**config.mk**
```make
export PLATFORM = sky130hd
export DESIGN_NAME = lion_gate_decoder
export DESIGN_NICKNAME = d
export VERILOG_FILES = /design/src/rtl/lion_gate_pkg.sv /design/src/rtl/lion_gate_decoder_debounce.sv /design/src/rtl/lion_gate_decoder.sv
export SDC_FILE = /design/constraint.sdc
export NUM_CORES = 1
export LEC_CHECK = 0
export ABC_AREA = 1
export BUFFER_PORTS_ARGS = -buffer_cell sky130_fd_sc_hd__clkbuf_2
export CAP_MARGIN = 20
export CORE_ASPECT_RATIO = 0.7
export CORE_UTILIZATION = 56
export CTS_BUF_LIST = sky130_fd_sc_hd__clkbuf_16
export CTS_CLUSTER_DIAMETER = 100
export DETAILED_ROUTE_END_ITERATION = 12
export GPL_TIMING_DRIVEN = 0
export PLACE_DENSITY_LB_ADDON = 0.2
export SETUP_SLACK_MARGIN = 0.5
export SLEW_MARGIN = 20
export SYNTH_ARGS = -nofsm -noshare
export SYNTH_HDL_FRONTEND = slang
export SYNTH_SLANG_ARGS = --single-unit
export TNS_END_PERCENT = 100
```
**constraint.sdc**
```tcl
create_clock -name clk -period 2.2 [get_ports clk]
set_clock_uncertainty 0.05 [all_clocks]
set_input_delay 0.33 -clock clk [delete_from_list [all_inputs] [get_ports clk]]
set_output_delay 0.33 -clock clk [all_outputs]
set_load 0.02 [all_outputs]
```
**src/rtl/lion_gate_pkg.sv**
```systemverilog
// ============================================================================
// Module : lion_gate_pkg
// Brief  : Shared state type and constants for the lion gate decoder.
// Rev    : 1.0 - initial release
// ============================================================================
`default_nettype none

package lion_gate_pkg;

  typedef enum logic [2:0] {
    S_IDLE   = 3'd0,
    S_E1     = 3'd1,
    S_E2     = 3'd2,
    S_E3     = 3'd3,
    S_X1     = 3'd4,
    S_X2     = 3'd5,
    S_X3     = 3'd6,
    S_RESYNC = 3'd7
  } state_t;

  localparam int ERR_CNT_W           = 4;
  localparam int SYNC_STAGES_DEFAULT = 2;

endpackage

`default_nettype wire

```
**src/rtl/lion_gate_decoder_debounce.sv**
```systemverilog
// ============================================================================
// Module : gate_debounce
// Brief  : Input synchronizer followed by a stable-count debouncer.
// Rev    : 1.0 - initial release
// ============================================================================
`default_nettype none

module gate_debounce
  import lion_gate_pkg::*;
#(
  parameter int DEBOUNCE_CYCLES = 16,
  parameter int SYNC_STAGES     = SYNC_STAGES_DEFAULT
) (
  input  logic clk,
  input  logic reset,
  input  logic i_raw,
  output logic o_clean
);

  localparam logic [7:0] c_last = 8'(DEBOUNCE_CYCLES - 1);

  logic [SYNC_STAGES-1:0] r_sync;
  logic [7:0]             r_cnt;
  logic                   r_clean;
  logic                   w_sync;

  assign w_sync = r_sync[SYNC_STAGES-1];

  // The level flips on the edge where the counter would reach DEBOUNCE_CYCLES.
  always_ff @(posedge clk) begin
    if (reset) begin
      r_sync  <= '0;
      r_cnt   <= '0;
      r_clean <= 1'b0;
    end else begin
      r_sync <= {r_sync[SYNC_STAGES-2:0], i_raw};
      if (w_sync == r_clean) begin
        r_cnt <= '0;
      end else if (r_cnt == c_last) begin
        r_clean <= ~r_clean;
        r_cnt   <= '0;
      end else begin
        r_cnt <= r_cnt + 8'd1;
      end
    end
  end

  assign o_clean = r_clean;

endmodule

`default_nettype wire

```
**src/rtl/lion_gate_decoder.sv**
```systemverilog
// ============================================================================
// Module : lion_gate_decoder
// Brief  : Two-barrier direction decoder emitting entry/exit strobes.
//          Optional error counter enabled by LION_GATE_ERRCNT_EN.
// Rev    : 1.0 - initial release
// ============================================================================
`default_nettype none

module lion_gate_decoder
  import lion_gate_pkg::*;
#(
  parameter int DEBOUNCE_CYCLES = 16,
  parameter int SYNC_STAGES     = SYNC_STAGES_DEFAULT
) (
  input  logic                 clk,
  input  logic                 reset,
  input  logic                 gate_a_raw,
  input  logic                 gate_b_raw,
  output logic                 enter_pulse,
  output logic                 exit_pulse,
  output logic                 gate_a,
  output logic                 gate_b,
  output logic                 busy,
  output logic [ERR_CNT_W-1:0] err_count
);

  state_t     r_state;
  state_t     w_state_nx;
  logic       r_enter;
  logic       r_exit;
  logic       w_enter_nx;
  logic       w_exit_nx;
  logic [1:0] w_code;

  gate_debounce #(
    .DEBOUNCE_CYCLES (DEBOUNCE_CYCLES),
    .SYNC_STAGES     (SYNC_STAGES)
  ) u_deb_a (
    .clk     (clk),
    .reset   (reset),
    .i_raw   (gate_a_raw),
    .o_clean (gate_a)
  );

  gate_debounce #(
    .DEBOUNCE_CYCLES (DEBOUNCE_CYCLES),
    .SYNC_STAGES     (SYNC_STAGES)
  ) u_deb_b (
    .clk     (clk),
    .reset   (reset),
    .i_raw   (gate_b_raw),
    .o_clean (gate_b)
  );

  assign w_code = {gate_a, gate_b};

  always_comb begin
    w_state_nx = r_state;
    w_enter_nx = 1'b0;
    w_exit_nx  = 1'b0;
    case (r_state)
      S_IDLE: case (w_code)
        2'b10:   w_state_nx = S_E1;
        2'b01:   w_state_nx = S_X1;
        2'b11:   w_state_nx = S_RESYNC;
        default: ;
      endcase
      S_E1: case (w_code)
        2'b00:   w_state_nx = S_IDLE;
        2'b11:   w_state_nx = S_E2;
        2'b01:   w_state_nx = S_RESYNC;
        default: ;
      endcase
      S_E2: case (w_code)
        2'b10:   w_state_nx = S_E1;
        2'b01:   w_state_nx = S_E3;
        2'b00:   w_state_nx = S_RESYNC;
        default: ;
      endcase
      S_E3: case (w_code)
        2'b00: begin
          w_state_nx = S_IDLE;
          w_enter_nx = 1'b1;
        end
        2'b11:   w_state_nx = S_E2;
        2'b10:   w_state_nx = S_RESYNC;
        default: ;
      endcase
      S_X1: case (w_code)
        2'b00:   w_state_nx = S_IDLE;
        2'b11:   w_state_nx = S_X2;
        2'b10:   w_state_nx = S_RESYNC;
        default: ;
      endcase
      S_X2: case (w_code)
        2'b01:   w_state_nx = S_X1;
        2'b10:   w_state_nx = S_X3;
        2'b00:   w_state_nx = S_RESYNC;
        default: ;
      endcase
      S_X3: case (w_code)
        2'b00: begin
          w_state_nx = S_IDLE;
          w_exit_nx  = 1'b1;
        end
        2'b11:   w_state_nx = S_X2;
        2'b01:   w_state_nx = S_RESYNC;
        default: ;
      endcase
      S_RESYNC: if (w_code == 2'b00) w_state_nx = S_IDLE;
      default:  w_state_nx = S_IDLE;
    endcase
  end

  always_ff @(posedge clk) begin
    if (reset) begin
      r_state <= S_IDLE;
      r_enter <= 1'b0;
      r_exit  <= 1'b0;
    end else begin
      r_state <= w_state_nx;
      r_enter <= w_enter_nx;
      r_exit  <= w_exit_nx;
    end
  end

  assign enter_pulse = r_enter;
  assign exit_pulse  = r_exit;
  assign busy        = (r_state != S_IDLE);

`ifdef LION_GATE_ERRCNT_EN
  logic                 w_err;
  logic [ERR_CNT_W-1:0] r_err_cnt;

  assign w_err = (w_state_nx == S_RESYNC) && (r_state != S_RESYNC);

  always_ff @(posedge clk) begin
    if (reset) begin
      r_err_cnt <= '0;
    end else if (w_err && (r_err_cnt != '1)) begin
      r_err_cnt <= r_err_cnt + ERR_CNT_W'(1);
    end
  end

  assign err_count = r_err_cnt;
`else
  assign err_count = '0;
`endif

endmodule

`default_nettype wire

```
==> impl_metrics.yaml <==
run_status:
  status: "finished clean"
run:
  drv_cap: 0
sta:
  rsz0062_at_grt: "false"
  fin_tns_setup_ns: 0
  setup_viol: 0
  finalCritPeriodShare_pct: 74.5
  fin_crit_ns: 1.64
  hold_violations: 0
  max_freq_mhz: 610
  drv_slew: 0
setup_path:
  end_kind: "primary output"
  worstSetupPathType: "register to primary output"
  arrival_ns: 1.26
  critical_path_required_ns: 1.82
  critPathLaunchType: "register"
  cp_max_fo: 5
synth:
  synthesis.area_um2: 1520
  syn_inst: 207
  yosys_warnings: 0
  avgSynthCellArea_um2: 7.34
  synthDistinctLibCells: 29
  ys_ff_latch: 27
  synth_seq_area_share_pct: 35.6
power_and_ir_drop:
  p_sw_uw: 175
  p_leak_nw: 0.733
  combPwrFrac_pct: 3.0
  seqPwrFrac_pct: 53.7
  total_power_uw: 919
  ir_drop_mv: 0.539
  p_clk_share_pct: 43.4
  swShare_pct: 19.0
  powerDensity_nw_per_um2: 539
  p_int_uw: 744
finish:
  final_core_util_pct: 67.9
  antenna_cells: 0
  synthToLayoutAreaGrowth_pct: 12.4
  drive_above_1_share_pct: 19.5
  final_cell_mix: "35 x nor2_1, 28 x nand2_1, 25 x dfxtp_1"
  nNetsFinal: 236
  final_common_cell: "nor2_1"
  nFillCells: 207
routing:
  vias_per_cell: 5.13
  dr.pass1.iters: 4
  wire_per_inst_um: 11.4
  ant_nets: 0
  routed_wl_mm: 2.91
  dr.first_iter.drc_count: 88
  drc_errors: 0
  vias: 1307
global_route:
  grt.busiest_layer: "met2"
  grt.met2_usage_pct: 33.5
  grt_first_pass_wirelength_mm: 4.71
  grt_pass1_vias: 1091
  grt_max_degree: 15
  grt_antenna_before_repair: 0
  grt_use_met1_pct: 29.0
  grtUsageTotal_pct: 21.5
  grt_remaining_overflow: 0
  use_met3_pct: 7.25
worst_hold_path:
  holdCritPathClass: "input port to register"
die:
  rows: 15
  die-area_um2: 2930
  die_w_um: 64.3
  io_pins: 13
  core_um2: 2510
  initial_core_util_pct: 60.4
  die_height_um: 45.6
clock_network:
  cts.path.max_buffers: 2
  cts_sinks: 27
  cts_tree: "yes"
  clockRootBuffer: "clkbuf_16"
  cts_max_level: 1
  clkSlewWorstSetupHoldPaths_ns: 0.06
  cts_setup_buffers: 0
  clkLatencyLatePin_ns: 0.26
  cts_buffers: 3
placement:
  dp_hpwl_mm: 2.29
  gp_congestion: 0.899
  numPortBuffers: 7
==> power by group through the flow <==
stage	clock network, mW	registers [mW]	logic, mW
2_1_floorplan	0	0.506	0.0225
3_3_place_gp	0	0.506	0.0264
3_5_place_dp	0	0.507	0.0273
4_1_cts	0.406	0.496	0.0275
5_1_grt	0.420	0.493	0.0305
6_report	0.399	0.493	0.0274
==> metal layers <==
layer | up-vias | part of all wire [%]
met2 | 43 | 42
met4 | 0 | 0.82
met1 | 573 | 50
li1 | 686 | -
met3 | 5 | 7.2
met5 | - | 0
==> final cells by class <==
| cell class | instances | area, um^2 | share of cell area (%) |
|---|---|---|---|
| inverter | 27 | 101 | 5.94 |
| clock buffer | 3 | 75.1 | 4.40 |
| clock inverter | 1 | 3.75 | 0.220 |
| tap | 34 | 42.5 | 2.49 |
| buffer | 8 | 67.6 | 3.96 |
| sequential | 27 | 548 | 32.1 |
| multi-input combinational | 148 | 833 | 48.8 |
| timing repair buffer | 7 | 35.0 | 2.05 |
==> stage by stage <==
step | hold WS, ns | cells | area, um^2 | setup slack (ns)
final | 0.210 | 255 | 1710 | 0.561
after global routing | 0.217 | 255 | 1710 | 0.512
after CTS | 0.210 | 255 | 1690 | 0.515
after detailed placement | 0.343 | 251 | 1610 | 0.533
after global placement | 0.345 | 251 | 1610 | 0.516
after floorplan | 0.338 | 210 | 1530 | 0.622
==> worst max-delay path, stage by stage, from the launching register on <==
cell      delay [ns]
dfxtp_1         0.39
nor3_2          0.35
inv_1           0.10
clkbuf_2        0.17
==> cell families after synthesis <==
logic type	after synthesis	synth area share, %
other	1	0.247
and+or+nand+nor	113	36.3
xor gates and xnor gates	5	2.88
AOI/OAI and AO/OA	16	5.60
buffers and inverters	35	11.1
adders and majority gates	10	8.24
DFF	27	35.6
==> worst paths after layout <==
kind | start | end | slack [ns] | cells after the start
worst max-delay path | r_state[2]$_SDFFE_PP0P_ | busy | 0.56 | 3
worst min-delay path | gate_a_raw | u_deb_a.r_sync[0]$_SDFF_PP0_ | 0.21 | 3
worst max register to register | u_deb_b.o_clean$_SDFFE_PP0P_ | r_state[2]$_SDFFE_PP0P_ | 0.60 | 12
worst min register to register | u_deb_b.r_sync[0]$_SDFF_PP0_ | u_deb_b.r_sync[1]$_SDFF_PP0_ | 0.35 | 2
==> sequential cells by signal (all words and copies together) (netlist names) <==
name,count
u_deb_b.r_cnt,8
u_deb_a.o_clean,1
u_deb_a.r_cnt,8
u_deb_b.o_clean,1
enter_pulse,1
u_deb_b.r_sync,2
exit_pulse,1
u_deb_a.r_sync,2
r_state,3
==> Yosys cell counts <==
master | instances | area, um^2
nor2_1 | 37 | 139
nand2_1 | 29 | 109
dfxtp_1 | 27 | 541
inv_1 | 23 | 86.3
nand3_1 | 12 | 60.1
nand4_1 | 11 | 68.8
ha_1 | 10 | 125
a21oi_1 | 8 | 40.0
nor2_2 | 7 | 43.8
nor3_1 | 6 | 30.0
xor2_1 | 5 | 43.8
buf_4 | 4 | 30.0
inv_2 | 4 | 15.0
o21ai_0 | 4 | 20.0
buf_6 | 3 | 33.8
nand2_2 | 2 | 12.5
nor3b_1 | 2 | 15.0
o21ai_1 | 2 | 10.0
clkbuf_1 | 1 | 3.75
conb_1 | 1 | 3.75
nand3_2 | 1 | 10.0
nand3_4 | 1 | 17.5
nor2_4 | 1 | 11.3
nor3_2 | 1 | 10.0
nor3b_2 | 1 | 12.5
nor4_1 | 1 | 6.26
o211ai_1 | 1 | 7.51
o21bai_1 | 1 | 7.51
or2_0 | 1 | 6.26
==> what timing repair did <==
action	4_1_cts	5_1_grt
resized for setup	0	8
hold buffers	0	0
setup endpoints to repair	0	3
Power figures use the tool's default switching activity.
